File: src/rtl/mips_isa_pkg.sv
// Shared MIPS ISA constants for the program loader and the core's decode stage:
// opcodes, functs, loader mnemonic codes, error codes and loader FSM encoding.
package mips_isa_pkg;

  localparam logic [5:0] OP_RTYPE = 6'h00;
  localparam logic [5:0] OP_ADDI  = 6'h08;
  localparam logic [5:0] OP_SLTI  = 6'h0a;
  localparam logic [5:0] OP_LW    = 6'h23;
  localparam logic [5:0] OP_SW    = 6'h2b;
  localparam logic [5:0] OP_BEQ   = 6'h04;
  localparam logic [5:0] OP_JAL   = 6'h03;
  localparam logic [5:0] OP_J     = 6'h02;

  // AND is 6'h23 in this core, not the textbook 6'h24
  localparam logic [5:0] FN_ADD = 6'h20;
  localparam logic [5:0] FN_SUB = 6'h22;
  localparam logic [5:0] FN_AND = 6'h23;
  localparam logic [5:0] FN_OR  = 6'h25;
  localparam logic [5:0] FN_NOR = 6'h27;
  localparam logic [5:0] FN_SLT = 6'h2a;
  localparam logic [5:0] FN_JR  = 6'h08;

  localparam logic [3:0] MN_ADD     = 4'd0;
  localparam logic [3:0] MN_SUB     = 4'd1;
  localparam logic [3:0] MN_AND     = 4'd2;
  localparam logic [3:0] MN_OR      = 4'd3;
  localparam logic [3:0] MN_NOR     = 4'd4;
  localparam logic [3:0] MN_SLT     = 4'd5;
  localparam logic [3:0] MN_JR      = 4'd6;
  localparam logic [3:0] MN_ADDI    = 4'd7;
  localparam logic [3:0] MN_SLTI    = 4'd8;
  localparam logic [3:0] MN_LW      = 4'd9;
  localparam logic [3:0] MN_SW      = 4'd10;
  localparam logic [3:0] MN_BEQ     = 4'd11;
  localparam logic [3:0] MN_JAL     = 4'd12;
  localparam logic [3:0] MN_J       = 4'd13;
  localparam logic [3:0] MN_END     = 4'd14;
  localparam logic [3:0] MN_ILLEGAL = 4'd15;

  localparam logic [1:0] ERR_NONE     = 2'b00;
  localparam logic [1:0] ERR_ILLEGAL  = 2'b01;
  localparam logic [1:0] ERR_OVERFLOW = 2'b10;

  localparam logic [2:0] ST_IDLE  = 3'd0;
  localparam logic [2:0] ST_RUN   = 3'd1;
  localparam logic [2:0] ST_WRITE = 3'd2;
  localparam logic [2:0] ST_DONE  = 3'd3;
  localparam logic [2:0] ST_ERR   = 3'd4;

  function automatic logic [31:0] r_word(input logic [5:0] funct, input logic [4:0] rs,
                                         input logic [4:0] rt, input logic [4:0] rd);
    return {OP_RTYPE, rs, rt, rd, 5'd0, funct};
  endfunction

endpackage

File: src/rtl/prog_encoder_if.sv
// Symbolic-instruction stream and instruction-memory write port of the program loader.
interface prog_encoder_if #(
  parameter int DWIDTH = 32,
  parameter int ADDR_W = 8
);
  logic              in_valid;
  logic              in_ready;
  logic [3:0]        in_mnem;
  logic [4:0]        in_rs;
  logic [4:0]        in_rt;
  logic [4:0]        in_rd;
  logic [15:0]       in_imm;
  logic [25:0]       in_target;
  logic              imem_we;
  logic [ADDR_W-1:0] imem_addr;
  logic [DWIDTH-1:0] imem_wdata;

  modport master (
    output in_valid, in_mnem, in_rs, in_rt, in_rd, in_imm, in_target,
    input  in_ready, imem_we, imem_addr, imem_wdata
  );

  modport slave (
    input  in_valid, in_mnem, in_rs, in_rt, in_rd, in_imm, in_target,
    output in_ready, imem_we, imem_addr, imem_wdata
  );
endinterface

File: src/rtl/instr_pack.sv
// Combinational packer: mnemonic plus fields to a 32-bit machine word.
// Fields a mnemonic does not use are forced to zero.
module instr_pack
  import mips_isa_pkg::*;
(
  input  logic [3:0]  mnem,
  input  logic [4:0]  rs,
  input  logic [4:0]  rt,
  input  logic [4:0]  rd,
  input  logic [15:0] imm,
  input  logic [25:0] target,
  output logic [31:0] word,
  output logic        legal,
  output logic        is_end
);

  always_comb begin
    word   = '0;
    legal  = 1'b1;
    is_end = 1'b0;
    case (mnem)
      MN_ADD:  word = r_word(FN_ADD, rs, rt, rd);
      MN_SUB:  word = r_word(FN_SUB, rs, rt, rd);
      MN_AND:  word = r_word(FN_AND, rs, rt, rd);
      MN_OR:   word = r_word(FN_OR,  rs, rt, rd);
      MN_NOR:  word = r_word(FN_NOR, rs, rt, rd);
      MN_SLT:  word = r_word(FN_SLT, rs, rt, rd);
      MN_JR:   word = r_word(FN_JR,  rs, 5'd0, 5'd0);
      MN_ADDI: word = {OP_ADDI, rs, rt, imm};
      MN_SLTI: word = {OP_SLTI, rs, rt, imm};
      MN_LW:   word = {OP_LW,   rs, rt, imm};
      MN_SW:   word = {OP_SW,   rs, rt, imm};
      MN_BEQ:  word = {OP_BEQ,  rs, rt, imm};
      MN_JAL:  word = {OP_JAL, target};
      MN_J:    word = {OP_J,   target};
      MN_END:  is_end = 1'b1;
      default: legal = 1'b0;
    endcase
  end

endmodule

File: src/rtl/prog_encoder.sv
// Program loader: accepts symbolic instructions, encodes them and writes them
// sequentially into instruction memory from a base word address.
module prog_encoder
  import mips_isa_pkg::*;
#(
  parameter int DWIDTH = 32,
  parameter int ADDR_W = 8
) (
  input  logic              clk,
  input  logic              rst,
  input  logic              start,
  input  logic [ADDR_W-1:0] base_addr,
  prog_encoder_if.slave     bus,
  output logic [ADDR_W:0]   count,
  output logic              done,
  output logic              err,
  output logic [1:0]        err_code
);

  logic [2:0]        state;
  logic [ADDR_W-1:0] ptr;
  logic              last_slot;
  logic [31:0]       pack_word;
  logic              pack_legal;
  logic              pack_end;

  instr_pack u_pack (
    .mnem   (bus.in_mnem),
    .rs     (bus.in_rs),
    .rt     (bus.in_rt),
    .rd     (bus.in_rd),
    .imm    (bus.in_imm),
    .target (bus.in_target),
    .word   (pack_word),
    .legal  (pack_legal),
    .is_end (pack_end)
  );

  assign bus.in_ready = (state == ST_RUN);
  // Gated by rst so a reset landing on the WRITE cycle suppresses the strobe
  assign bus.imem_we  = (state == ST_WRITE) && !rst;

  always_ff @(posedge clk) begin
    if (rst) begin
      state          <= ST_IDLE;
      ptr            <= '0;
      count          <= '0;
      done           <= 1'b0;
      err            <= 1'b0;
      err_code       <= ERR_NONE;
      last_slot      <= 1'b0;
      bus.imem_addr  <= '0;
      bus.imem_wdata <= '0;
    end else begin
      case (state)
        ST_IDLE, ST_DONE, ST_ERR: begin
          if (start) begin
            state     <= ST_RUN;
            ptr       <= base_addr;
            count     <= '0;
            done      <= 1'b0;
            err       <= 1'b0;
            err_code  <= ERR_NONE;
            last_slot <= 1'b0;
          end
        end
        ST_RUN: begin
          if (bus.in_valid) begin
            if (!pack_legal) begin
              state    <= ST_ERR;
              err      <= 1'b1;
              err_code <= ERR_ILLEGAL;
            end else if (pack_end) begin
              state <= ST_DONE;
              done  <= 1'b1;
            end else if (last_slot) begin
              state    <= ST_ERR;
              err      <= 1'b1;
              err_code <= ERR_OVERFLOW;
            end else begin
              state          <= ST_WRITE;
              bus.imem_addr  <= ptr;
              bus.imem_wdata <= DWIDTH'(pack_word);
            end
          end
        end
        ST_WRITE: begin
          ptr       <= ptr + ADDR_W'(1);
          count     <= count + (ADDR_W+1)'(1);
          last_slot <= (ptr == '1);
          state     <= ST_RUN;
        end
        default: state <= ST_IDLE;
      endcase
    end
  end

endmodule

File: src/flat_wrapper.sv
// flat-port wrapper written by rule: the top's interface ports become plain ports
module prog_encoder_flat import mips_isa_pkg::*;
#(
  parameter int DWIDTH = 32,
  parameter int ADDR_W = 8
)
  (clk, rst, start, base_addr, count, done, err, err_code, bus_in_valid, bus_in_mnem, bus_in_rs, bus_in_rt, bus_in_rd, bus_in_imm, bus_in_target, bus_in_ready, bus_imem_we, bus_imem_addr, bus_imem_wdata);
  prog_encoder_if #(.DWIDTH(DWIDTH), .ADDR_W(ADDR_W)) bus_i ();
  input  logic clk;
  input  logic rst;
  input  logic start;
  input  logic [ADDR_W-1:0] base_addr;
  output logic [ADDR_W:0] count;
  output logic done;
  output logic err;
  output logic [1:0] err_code;
  input wire logic [$bits(bus_i.in_valid)-1:0] bus_in_valid;
  input wire logic [$bits(bus_i.in_mnem)-1:0] bus_in_mnem;
  input wire logic [$bits(bus_i.in_rs)-1:0] bus_in_rs;
  input wire logic [$bits(bus_i.in_rt)-1:0] bus_in_rt;
  input wire logic [$bits(bus_i.in_rd)-1:0] bus_in_rd;
  input wire logic [$bits(bus_i.in_imm)-1:0] bus_in_imm;
  input wire logic [$bits(bus_i.in_target)-1:0] bus_in_target;
  output wire logic [$bits(bus_i.in_ready)-1:0] bus_in_ready;
  output wire logic [$bits(bus_i.imem_we)-1:0] bus_imem_we;
  output wire logic [$bits(bus_i.imem_addr)-1:0] bus_imem_addr;
  output wire logic [$bits(bus_i.imem_wdata)-1:0] bus_imem_wdata;
  assign bus_i.in_valid = bus_in_valid;
  assign bus_i.in_mnem = bus_in_mnem;
  assign bus_i.in_rs = bus_in_rs;
  assign bus_i.in_rt = bus_in_rt;
  assign bus_i.in_rd = bus_in_rd;
  assign bus_i.in_imm = bus_in_imm;
  assign bus_i.in_target = bus_in_target;
  assign bus_in_ready = bus_i.in_ready;
  assign bus_imem_we = bus_i.imem_we;
  assign bus_imem_addr = bus_i.imem_addr;
  assign bus_imem_wdata = bus_i.imem_wdata;
  prog_encoder #(.DWIDTH(DWIDTH), .ADDR_W(ADDR_W)) u_core (.clk(clk), .rst(rst), .start(start), .base_addr(base_addr), .bus(bus_i), .count(count), .done(done), .err(err), .err_code(err_code));
endmodule
File: config.mk
export PLATFORM = sky130hd
export DESIGN_NAME = prog_encoder_flat
export DESIGN_NICKNAME = d
export VERILOG_FILES = /design/src/rtl/mips_isa_pkg.sv /design/src/rtl/prog_encoder_if.sv /design/src/rtl/instr_pack.sv /design/src/rtl/prog_encoder.sv /design/src/flat_wrapper.sv
export SDC_FILE = /design/constraint.sdc
export NUM_CORES = 1
export LEC_CHECK = 0
export BUFFER_PORTS_ARGS = -buffer_cell sky130_fd_sc_hd__buf_2
export CAP_MARGIN = 20
export CELL_PAD_IN_SITES_DETAIL_PLACEMENT = 1
export CELL_PAD_IN_SITES_GLOBAL_PLACEMENT = 1
export CORE_ASPECT_RATIO = 0.6
export CORE_MARGIN = 2
export CORE_UTILIZATION = 31
export DETAILED_ROUTE_END_ITERATION = 12
export GPL_TIMING_DRIVEN = 0
export HOLD_SLACK_MARGIN = 0.02
export PLACE_DENSITY_LB_ADDON = 0.12
export SLEW_MARGIN = 20
export SYNTH_ARGS = -nofsm -noshare
export SYNTH_HDL_FRONTEND = slang
export SYNTH_SLANG_ARGS = --single-unit
File: constraint.sdc
create_clock -name clk -period 1.9 [get_ports clk]
set_input_delay 0.475 -clock clk [delete_from_list [all_inputs] [get_ports clk]]
set_output_delay 0.475 -clock clk [all_outputs]
set_load 0.01 [all_outputs]
==> impl_metrics.env <==
export IMPL_crit_chain="buf_6 -> or3b_4 -> buf_6 -> nor2_2 -> buf_2"
export IMPL_synth_nets=487
export IMPL_worst_pin_slew_ns=0.722
export IMPL_cts_root_buf="clkbuf_16"
export IMPL_violations="setup timing"
export IMPL_synth_area_um2=3290
export IMPL_placement_cell_area_um2=4090
export IMPL_drive_gt1_share_pct=35.5
export IMPL_grt_pass1_vias=3577
export IMPL_synth_top_area_share_pct=38.9
export IMPL_crit_path_top_delay_cell="or3b_4"
export IMPL_vias=3712
export IMPL_cp_num_cells=5
export IMPL_slew_violations=0
export IMPL_hold_class="in2reg"
export IMPL_row_count=29
export IMPL_rsz0062_at_grt="true"
export IMPL_clock_skew_ns=0.00695
export IMPL_setup_viol=1
export IMPL_critPathMaxFanout=7
export IMPL_cp_required_ns=1.42
export IMPL_grt_max_degree=13
export IMPL_fill_cells=1323
export IMPL_crit_path_frequent_cell="buf_6"
export IMPL_dieArea_um2=11500
export IMPL_synth_ff_type="dfxtp_1"
export IMPL_worst_r2r_cell_count=6
export IMPL_critPathKind="reg2out"
export IMPL_gp_congestion=0.813
export IMPL_drt_iter0_drc=212
export IMPL_cts_sinks=64
export IMPL_syn_avg_cell_area_um2=7.99
export IMPL_synth_edf_count=0
export IMPL_cts_max_level=3
export IMPL_syn_inst=412
export IMPL_hpwl_mm=9.48
export IMPL_cp_data_arrival_time_ns=1.53
export IMPL_syn_to_final_growth_pct=38.8
export IMPL_postLayoutCellArea_um2=4570
export IMPL_grt_pass1_wl_mm=19.3
export IMPL_ir_drop_uv=420
export IMPL_synth_top_area_cell="dfxtp_1"
export IMPL_clock_path_buffers=2
export IMPL_timing_fmax_mhz=499
export IMPL_maxSlewHeadroom_pct=51.9
export IMPL_yosysUniqueCellTypes=56
export IMPL_diodes=0
export IMPL_ant_nets=0
export IMPL_seq_area_frac_synth_pct=38.9
export IMPL_wirelength_mm=12.9
export IMPL_path_clk_slew_ns=0.06
export IMPL_grt_overflow=0
export IMPL_crit_path_end_kind="output pin"
export IMPL_grt_antenna_before_repair=0
export IMPL_portBuffers=125
export IMPL_hold_buffers=0
export IMPL_track_usage_pct=22.1
export IMPL_setup_slack_ns=-0.105
export IMPL_drc_errors=0
export IMPL_hold_violations=0
export IMPL_core_area_um2=10500
export IMPL_firstDrtPassIters=4
export IMPL_powerDensity_nw_per_um2=824
export IMPL_wl_per_cell_um=18.4
export IMPL_hold_depth=3
export IMPL_tns_ns=-0.105
export IMPL_startpoint_type="register"
export IMPL_maxCapViolations=0
export IMPL_cts_tree="done"
export IMPL_vias_per_cell=5.31
export IMPL_die_h_um=83.8
export IMPL_final_period_utilization_pct=106
export IMPL_outcome="finished, violations left"
export IMPL_cp_top_family="simple AND/OR/NAND/NOR gates"
export IMPL_leakagePower_nw=1.91
export IMPL_slowest_delay_ns=0.42
export IMPL_ys_warnings_count=0
export IMPL_clock_latency_ns=0.33
export IMPL_io_pins=128
export IMPL_final_net_count=630
export IMPL_cts_buffers=9
export IMPL_whs_ns=0.429
export IMPL_finalCriticalPeriod_ns=2.00
export IMPL_cp_buffers_inverters=3
export IMPL_synth_seq_cells=64
export IMPL_yosys_top_cells_area="dfxtp_1 39%, a21oi_1 5.5%, nand2_1 5.1%"
export IMPL_chipWidth_um=137
export IMPL_initial_utilization_pct=31.5
export IMPL_async_reset_ff_share_pct=0
registers in the layout, summed over array words and instances, names as in the netlist:
register and cells:
u_core.last_slot 1, u_core.state 3, u_core.err 1, u_core.err_code 2, u_core.bus.imem_addr 8, u_core.ptr 8
u_core.bus.imem_wdata 31, u_core.done 1, u_core.count 9
stage by stage:
stage               setup WS, ns  cells  power (W)  util (%)
floorplan                 0.0692    412    0.00182         -
global placement          -0.379    676    0.00206      39.1
detailed placement        -0.418    676    0.00208      39.1
CTS                       -0.124    695    0.00377      42.8
global route              -0.155    699    0.00394      43.7
finish                    -0.105    699    0.00376      43.7
logic make-up after synthesis:
kind of cell	Yosys count	synth area share, %
AND/OR/NAND/NOR	172	26.2
AO/OA/AOI/OAI	118	24.5
flip-flops	64	38.9
buffers and inverters	44	5.97
multiplexers	9	2.97
adder cells (fa/ha/maj)	2	0.760
XOR/XNOR	2	0.532
other	1	0.114
worst register-to-register path, cell delays in order, from the launching register on:
cell       delay [ns]
dfxtp_1          0.35
nand4bb_4        0.27
or3_1            0.37
buf_2            0.19
buf_4            0.20
a221oi_1         0.25
nor3_1           0.07
timing repair:
action | 4_1_cts | 5_1_grt
endpoints found under the setup margin | 49 | 39
setup buffers | 5 | 4
resized for setup | 20 | 22
pin swaps | 1 | 2
layout make-up:
class / instances / area, um^2 / area share [%]
Clock buffer: 9 / 225 / 4.93
Clock inverter: 7 / 72.6 / 1.59
Inverter: 6 / 22.5 / 0.493
Sequential cell: 64 / 1280 / 28.1
Buffer: 36 / 209 / 4.58
Timing Repair Buffer: 134 / 693 / 15.2
Multi-Input combinational cell: 304 / 1890 / 41.3
Tap cell: 139 / 174 / 3.81
path summary, 6_finish.rpt:
check / start / to / slack (ns)
max: u_core.state[0] / bus_imem_we / -0.10
min: base_addr[1] / u_core.ptr[1] / 0.43
max reg2reg: u_core.state[1] / u_core.bus.imem_wdata[6] / 0.06
min reg2reg: u_core.bus.imem_wdata[27] / u_core.bus.imem_wdata[27] / 0.44
where the power goes:
group / leakage, nW / switching, W / internal [W] / total, W
logic: 1.25 / 0.000376 / 0.000263 / 0.000639
registers: 0.521 / 0.0000509 / 0.00141 / 0.00146
clock network: 0.141 / 0.000649 / 0.00101 / 0.00166
total: 1.91 / 0.00108 / 0.00269 / 0.00376
layout by cell type, fill, tap and decap left out, types with 9 or more instances in the layout:
| cell | Yosys | layout |
|---|---|---|
| buf_2 | 7 | 129 |
| dfxtp_1 | 64 | 62 |
| nand2_1 | 45 | 45 |
| nor2_1 | 44 | 41 |
| a21oi_1 | 36 | 36 |
| nor3_1 | 22 | 22 |
| nand3_1 | 19 | 19 |
| clkbuf_1 | 24 | 13 |
| o21ai_0 | 14 | 13 |
| a211oi_1 | 14 | 11 |
| buf_4 | 2 | 11 |
| clkbuf_16 | 0 | 9 |
layer usage:
| layer | vias up | global-route usage (%) | routed length [um] |
|---|---|---|---|
| met5 | - | 0 | 0 |
| met4 | 0 | 4.97 | 30 |
| met3 | 2 | 6.44 | 1000 |
| met2 | 117 | 29.8 | 5240 |
| met1 | 1781 | 33.9 | 6590 |
| li1 | 1812 | - | - |
synth_stat cells, drive strengths merged (3+ instances only):
cell and count:
mux2i 3, nand4 3, a21boi 3, nand2 45
a211oi 14, nor3 23, or3 3, buf 14
nand2b 6, a31oi 8, a221oi 11, a222oi 5
a32oi 4, nor2b 5, nand3 19, inv 5
clkbuf 24, o311ai 3, a21oi 36, and3 4
a311oi 3, o211ai 3, dfxtp 64, nand3b 3
nor3b 7, nor2 44, mux2 6, o21ai 14
Power figures use the tool's default switching activity.
